[src/rtl/multicycle_ctrl_pkg.sv]
// Shared types and encodings for the multi-cycle RV32I-subset control unit.
// Covers FSM states, instruction classes, opcodes and datapath select codes.
package multicycle_ctrl_pkg;

  typedef enum logic [2:0] {
    IDLE,
    FETCH,
    DECODE,
    EXEC,
    MEM,
    WB,
    TRAP
  } state_t;

  typedef enum logic [1:0] {
    CL_ADDI,
    CL_ADD,
    CL_LW,
    CL_BR
  } instr_class_t;

  localparam logic [6:0] OP_IMM    = 7'b0010011;
  localparam logic [6:0] OP_REG    = 7'b0110011;
  localparam logic [6:0] OP_LOAD   = 7'b0000011;
  localparam logic [6:0] OP_BRANCH = 7'b1100011;

  localparam logic [2:0] ALU_ADD = 3'b000;
  localparam logic [2:0] ALU_SUB = 3'b001;

  localparam logic IMM_I = 1'b1;
  localparam logic IMM_B = 1'b0;

endpackage

[src/rtl/instr_class_decode.sv]
// Combinational IR field decode: instruction class, bne flag and legality.
// Pure logic, zero latency; no handshake.
module instr_class_decode
  import multicycle_ctrl_pkg::*;
(
  input  logic [6:0]   opcode,
  input  logic [2:0]   funct3,
  input  logic [6:0]   funct7,
  output instr_class_t cls,
  output logic         is_bne,
  output logic         legal
);

  always_comb begin
    cls    = CL_ADDI;
    is_bne = 1'b0;
    legal  = 1'b0;
    case (opcode)
      OP_IMM: begin
        cls   = CL_ADDI;
        legal = (funct3 == 3'b000);
      end
      OP_REG: begin
        cls   = CL_ADD;
        legal = (funct3 == 3'b000) && (funct7 == 7'b0000000);
      end
      OP_LOAD: begin
        cls   = CL_LW;
        legal = (funct3 == 3'b010);
      end
      OP_BRANCH: begin
        cls    = CL_BR;
        is_bne = (funct3 == 3'b001);
        legal  = (funct3 == 3'b000) || (funct3 == 3'b001);
      end
      default: ;
    endcase
  end

endmodule

[src/rtl/multicycle_ctrl.sv]
// Multi-cycle control FSM: holds the IR and sequences PC/regfile/ALU/data memory.
// Branch 3 cycles, ALU ops 4, lw 5+ (MEM waits on mem_ready, traps after MEM_TIMEOUT).
module multicycle_ctrl
  import multicycle_ctrl_pkg::*;
#(
  parameter int DATA_WIDTH  = 32,
  parameter int MEM_TIMEOUT = 16,
  parameter int CNT_W       = 32
) (
  input  logic                  clk,
  input  logic                  rst_n,
  input  logic [DATA_WIDTH-1:0] instr,
  input  logic                  EQ,
  input  logic                  mem_ready,
  output logic                  PCWrite,
  output logic                  PCsrc,
  output logic                  IRWrite,
  output logic                  ImmSrc,
  output logic                  ALUsrc,
  output logic [2:0]            ALUctrl,
  output logic                  RegWrite,
  output logic                  ResultSrc,
  output logic                  mem_req,
  output logic                  halted,
  output logic [CNT_W-1:0]      retired
);

  localparam int TW = (MEM_TIMEOUT > 1) ? $clog2(MEM_TIMEOUT) : 1;
  localparam logic [TW-1:0] T_LAST = TW'(MEM_TIMEOUT - 1);

  state_t          state;
  logic [DATA_WIDTH-1:0] ir;
  logic [TW-1:0]   tcnt;
  instr_class_t    cls;
  logic            is_bne;
  logic            legal;

  // Register and immediate fields are consumed by the datapath, not here.
  logic unused_ir;
  assign unused_ir = ^{ir[24:15], ir[11:7]};

  instr_class_decode u_dec (
    .opcode (ir[6:0]),
    .funct3 (ir[14:12]),
    .funct7 (ir[31:25]),
    .cls    (cls),
    .is_bne (is_bne),
    .legal  (legal)
  );

  always_ff @(posedge clk) begin
    if (!rst_n) begin
      state   <= IDLE;
      ir      <= '0;
      tcnt    <= '0;
      retired <= '0;
    end else begin
      if (PCWrite) retired <= retired + CNT_W'(1);
      if (IRWrite) ir <= instr;
      case (state)
        IDLE:   state <= FETCH;
        FETCH:  state <= DECODE;
        DECODE: state <= legal ? EXEC : TRAP;
        EXEC: begin
          tcnt <= '0;
          case (cls)
            CL_BR:   state <= FETCH;
            CL_LW:   state <= MEM;
            default: state <= WB;
          endcase
        end
        MEM: begin
          // A late mem_ready still completes the load on the final allowed cycle.
          if (mem_ready) begin
            state <= WB;
            tcnt  <= '0;
          end else if (tcnt == T_LAST) begin
            state <= TRAP;
          end else begin
            tcnt <= tcnt + TW'(1);
          end
        end
        WB:      state <= FETCH;
        TRAP:    state <= TRAP;
        default: state <= IDLE;
      endcase
    end
  end

  always_comb begin
    PCWrite   = 1'b0;
    PCsrc     = 1'b0;
    IRWrite   = 1'b0;
    ImmSrc    = IMM_B;
    ALUsrc    = 1'b0;
    ALUctrl   = ALU_ADD;
    RegWrite  = 1'b0;
    ResultSrc = 1'b0;
    mem_req   = 1'b0;
    halted    = (state == TRAP);

    // ALU selects stay stable from EXEC through WB so the address/result holds.
    if (state == EXEC || state == MEM || state == WB) begin
      case (cls)
        CL_BR: begin
          ALUctrl = ALU_SUB;
          ALUsrc  = 1'b0;
          ImmSrc  = IMM_B;
        end
        CL_ADDI, CL_LW: begin
          ALUsrc = 1'b1;
          ImmSrc = IMM_I;
        end
        default: ALUsrc = 1'b0;
      endcase
    end

    case (state)
      FETCH: IRWrite = 1'b1;
      EXEC: begin
        if (cls == CL_BR) begin
          PCWrite = 1'b1;
          PCsrc   = EQ ^ is_bne;
        end
      end
      MEM: mem_req = 1'b1;
      WB: begin
        RegWrite  = 1'b1;
        ResultSrc = (cls == CL_LW);
        PCWrite   = 1'b1;
      end
      default: ;
    endcase
  end

endmodule

[config.mk]
export PLATFORM = sky130hd
export DESIGN_NAME = multicycle_ctrl
export DESIGN_NICKNAME = d
export VERILOG_FILES = /design/src/rtl/multicycle_ctrl_pkg.sv /design/src/rtl/instr_class_decode.sv /design/src/rtl/multicycle_ctrl.sv
export SDC_FILE = /design/constraint.sdc
export NUM_CORES = 1
export LEC_CHECK = 0
export ABC_AREA = 1
export BUFFER_PORTS_ARGS = -buffer_cell sky130_fd_sc_hd__clkbuf_2
export CELL_PAD_IN_SITES_DETAIL_PLACEMENT = 1
export CELL_PAD_IN_SITES_GLOBAL_PLACEMENT = 1
export CORE_ASPECT_RATIO = 0.5
export CORE_MARGIN = 2
export CORE_UTILIZATION = 34
export CTS_BUF_LIST = sky130_fd_sc_hd__clkbuf_8
export DETAILED_ROUTE_END_ITERATION = 6
export HOLD_SLACK_MARGIN = 0.02
export PLACE_DENSITY_LB_ADDON = 0.1
export SLEW_MARGIN = 10
export SYNTH_ARGS = -nofsm -noshare
export SYNTH_HDL_FRONTEND = slang
export SYNTH_SLANG_ARGS = --single-unit
[constraint.sdc]
create_clock -name clk -period 1.35 [get_ports clk]
set_input_delay 0.0675 -clock clk [delete_from_list [all_inputs] [get_ports clk]]
set_output_delay 0.0675 -clock clk [all_outputs]
set_load 0.01 [all_outputs]
==> metrics.md <==
| Metric | Value |
|---|---|
| Peak supply drop | 0.818 mV |
| Netlist area before placement | 0.00316 mm^2 |
| Die footprint | 0.0101 mm^2 |
| Status | complete, but fails checks |
| Proportion of synthesized flip-flops having asynchronous set or reset | 0% |
| Endpoint of the worst-slack reg-to-reg timing path | retired[20] |
| Post-synthesis average cell area | 6.10 um^2 |
| Achievable Freq | 597 MHz |
| Setup total negative slack | -10.27 ns |
| GPL Wtd Cong | 0.823 |
| Worst path required time | 1.59 ns |
| Row count | 24 |
| Overflow left after global routing | 0 |
| Number of iterations in the first detailed-routing pass | 4 |
| Nature of the critical path endpoint | register |
| CP Class | register to register |
| Synth Instances | 518 |
| All-layer global routing usage | 25.4% |
| Number of top-level pins | 80 |
| Initial antenna violation count | 0 |
| Dominant cell type by count on the critical path | nor2_1 |
| Final #Nets | 732 |
| Launch point of the worst hold path | instr[2] |
| Flip-flop and latch count after synthesis | 56 |
| Drt total wl | 15.4 mm |
| Area of the core | 0.00886 mm^2 |
| Post-layout utilization of the core | 62.1% |
| Average routed wire per standard cell | 18.9 um |
| Worst Reg-to-Reg Cells | 10 |
| Die Wd | 140 um |
| Antenna cells | 0 |
| Wire length of the first global-routing pass | 20.4 mm |
| Initial core utilization | 35.6% |
| Avg Vias per Cell | 5.18 |
| TritonCTS sink count | 56 |
| Reg2reg setup slack | -0.32 ns |
| Half-perimeter wire length after detailed placement | 8.35 mm |
| Failing checks | negative setup slack |
| Iteration-0 DRC count of the detailed router | 213 |
| Worst hold endpoint | ir[2] |
| Share of post-route cells with drive strength above 1 | 47.1% |
| Area Growth Syn to Fin | 74.3% |
| CP max FO | 6 |
| Worst Setup Slack, final | -0.324 ns |
| Most used flip-flop cell after synthesis | dfxtp_1 |
| Antenna viol nets, final | 0 |
| Clock period minus final worst setup slack | 1.67 ns |
| Arrival time of the worst setup path | 1.91 ns |
| TritonCTS buffer count | 5 |
| Endpoints failing setup | 54 |
| Largest net degree at the start of global routing | 27 |
| Leakage | 0.00230 uW |
| Post-route clock period utilization | 124% |
| Count of flip-flops with a built-in enable after synthesis | 0 |
| Post-route DRC violation count | 0 |
| Number of maximum-capacitance violations | 0 |
| Setup repair after global routing missed its margin | true |
| Via count of the first global-routing pass | 4111 |
| Port bufs | 62 |
| Seq/Total Area, Yosys | 35.5% |
| Clock transition at the registers of the reported paths | 0.13 ns |
| Max-slew violations | 0 |
| Worst reg2reg startpoint | ir[2] |
| Crit-path cells | inv_2, nand2_2, nor2_4, nand3_4, nand2_8, buf_6, buf_12, nand4_1, nor2_1, nor2_1 |
| Yosys warning count | 0 |
| Insertion delay of the later-clocked pin in the worst-skew pair | 0.35 ns |
| Standard cell with the maximum stage delay on the critical path | dfxtp_2 |
| Final Hold Viols | 0 |
| Hold WC Path Type | primary input to register |
| Count of cell types in the netlist | 31 |
| Worst Hold Depth | 3 |
| Max Buffers Root-to-Sink | 2 |
| Worst slack at placement | -0.132 ns |
| Die Span Y | 72.2 um |
| Startpoint type of the worst setup path | register |
| Worst-case clock skew | 0.0138 ns |
| Largest incremental delay on the critical path | 0.35 ns |
| Buffer type at the clock tree root | clkbuf_8 |
| Power density relative to cell area | 1240 mW/mm^2 |
| Overall via count from detail_route | 4207 |
| Deepest level of the CTS H-tree | 2 |
| CTS tree | built |
[how the worst max path moves through the flow]
stage / startpoint / endpoint / slack, ns / cells after the start
2_1_floorplan: retired[1] / retired[28] / 0.01 / 8
3_3_place_gp: retired[2] / retired[29] / -0.13 / 8
3_5_place_dp: ir[3] / retired[6] / -0.13 / 9
4_1_cts: state[0] / ALUctrl[0] / -0.24 / 7
5_1_grt: ir[2] / retired[20] / -0.39 / 11
6_report: ir[2] / retired[20] / -0.32 / 10
[routing by layer]
metal	up-vias	wire length, um	track usage (%)	part of all wire (%)
met5	-	0	0	0
met4	0	482	6.85	3.1
met3	42	660	4.22	4.3
met2	134	7690	47.2	50
met1	2043	6550	31.1	43
li1	1988	-	-	-
[critical path, delay by kind of cell, from the launching register on]
kind / cells / cell delay (ns)
buffers and inverters: 3 / 0.33
flip-flops: 1 / 0.35
AND/OR/NAND/NOR: 7 / 0.89
[final cells by class]
cell class / instances / area [um^2]
fill: 1118 / 3350
multi-input combinational: 397 / 2380
timing repair buffer: 185 / 1530
sequential: 56 / 1150
inverter: 49 / 201
tap: 117 / 146
clock buffer: 5 / 68.8
clock inverter: 3 / 25.0
[Yosys cell counts, types with 2 or more instances]
library cell,number,area share [%]
nand2_1,163,19
nor2_1,97,12
dfxtp_1,56,35
inv_1,45,5.3
a21oi_1,44,7.0
nand3_1,25,4.0
o21ai_0,21,3.3
nor3_1,11,1.7
xor2_1,8,2.2
clkbuf_1,6,0.71
o21ai_1,5,0.79
and3_1,4,0.79
buf_4,4,0.95
nand4_1,4,0.79
buf_2,3,0.48
buf_6,3,1.1
inv_2,3,0.36
ha_1,2,0.79
nor2_4,2,0.71
[power breakdown]
part | total [uW] | leakage [uW] | switching (uW) | internal [uW]
Clock | 1080 | 0.0000452 | 694 | 382
Combinational | 3430 | 0.00179 | 1910 | 1510
Sequential | 2320 | 0.000465 | 321 | 2000
[stage by stage]
step,instances,power (uW),hold slack [ns],instance area (um^2)
floorplan,519,3290,0.202,3170
global route,812,7120,0.0500,5500
global placement,761,4150,0.290,4200
CTS,799,5900,0.0219,4870
detailed placement,761,4220,0.300,4200
finish,812,6820,0.0500,5500
[what timing repair did]
action,CTS,global route
pin swaps,11,47
buffers inserted,13,14
hold buffers,16,0
resized for setup,87,158
gates cloned,2,2
hold endpoints to repair,16,0
endpoints found under the setup margin,46,66
[sequential cells by signal (all words and copies together), names as in the netlist]
| name | count |
|---|---|
| retired | 32 |
| tcnt | 4 |
| ir | 17 |
| state | 3 |
[cell families after synthesis]
logic type               share of synthesized area (%)
adder cells (fa/ha/maj)                          0.792
buffers and inverters                             9.15
other                                            0.119
AND/OR/NAND/NOR                                   40.4
AO/OA/AOI/OAI                                     11.6
flip-flops                                        35.5
XOR/XNOR                                          2.50
[placed cells by master, fill, tap and decap left out, types with 3 or more instances in the layout]
cell type and count:
xor2_1 7, buf_4 78, nor3_2 3, buf_6 21
buf_2 3, buf_8 3, o21ai_1 11, clkbuf_2 54
o21ai_2 8, dfxtp_2 15, nand4_1 4, nand2_1 122
nand2_4 26, nor2_2 13, nand3_1 21, dfxtp_1 37
clkbuf_8 5, dlygate4sd3_1 16, nor3_1 6, inv_1 36
nand2_2 15, a21oi_2 26, inv_2 9, nand3_2 3
a21oi_1 17, buf_12 7, o21ai_0 5, nor2_4 9
nor2_1 78, dfxtp_4 4, nor3_4 3
Power figures use the tool's default switching activity.
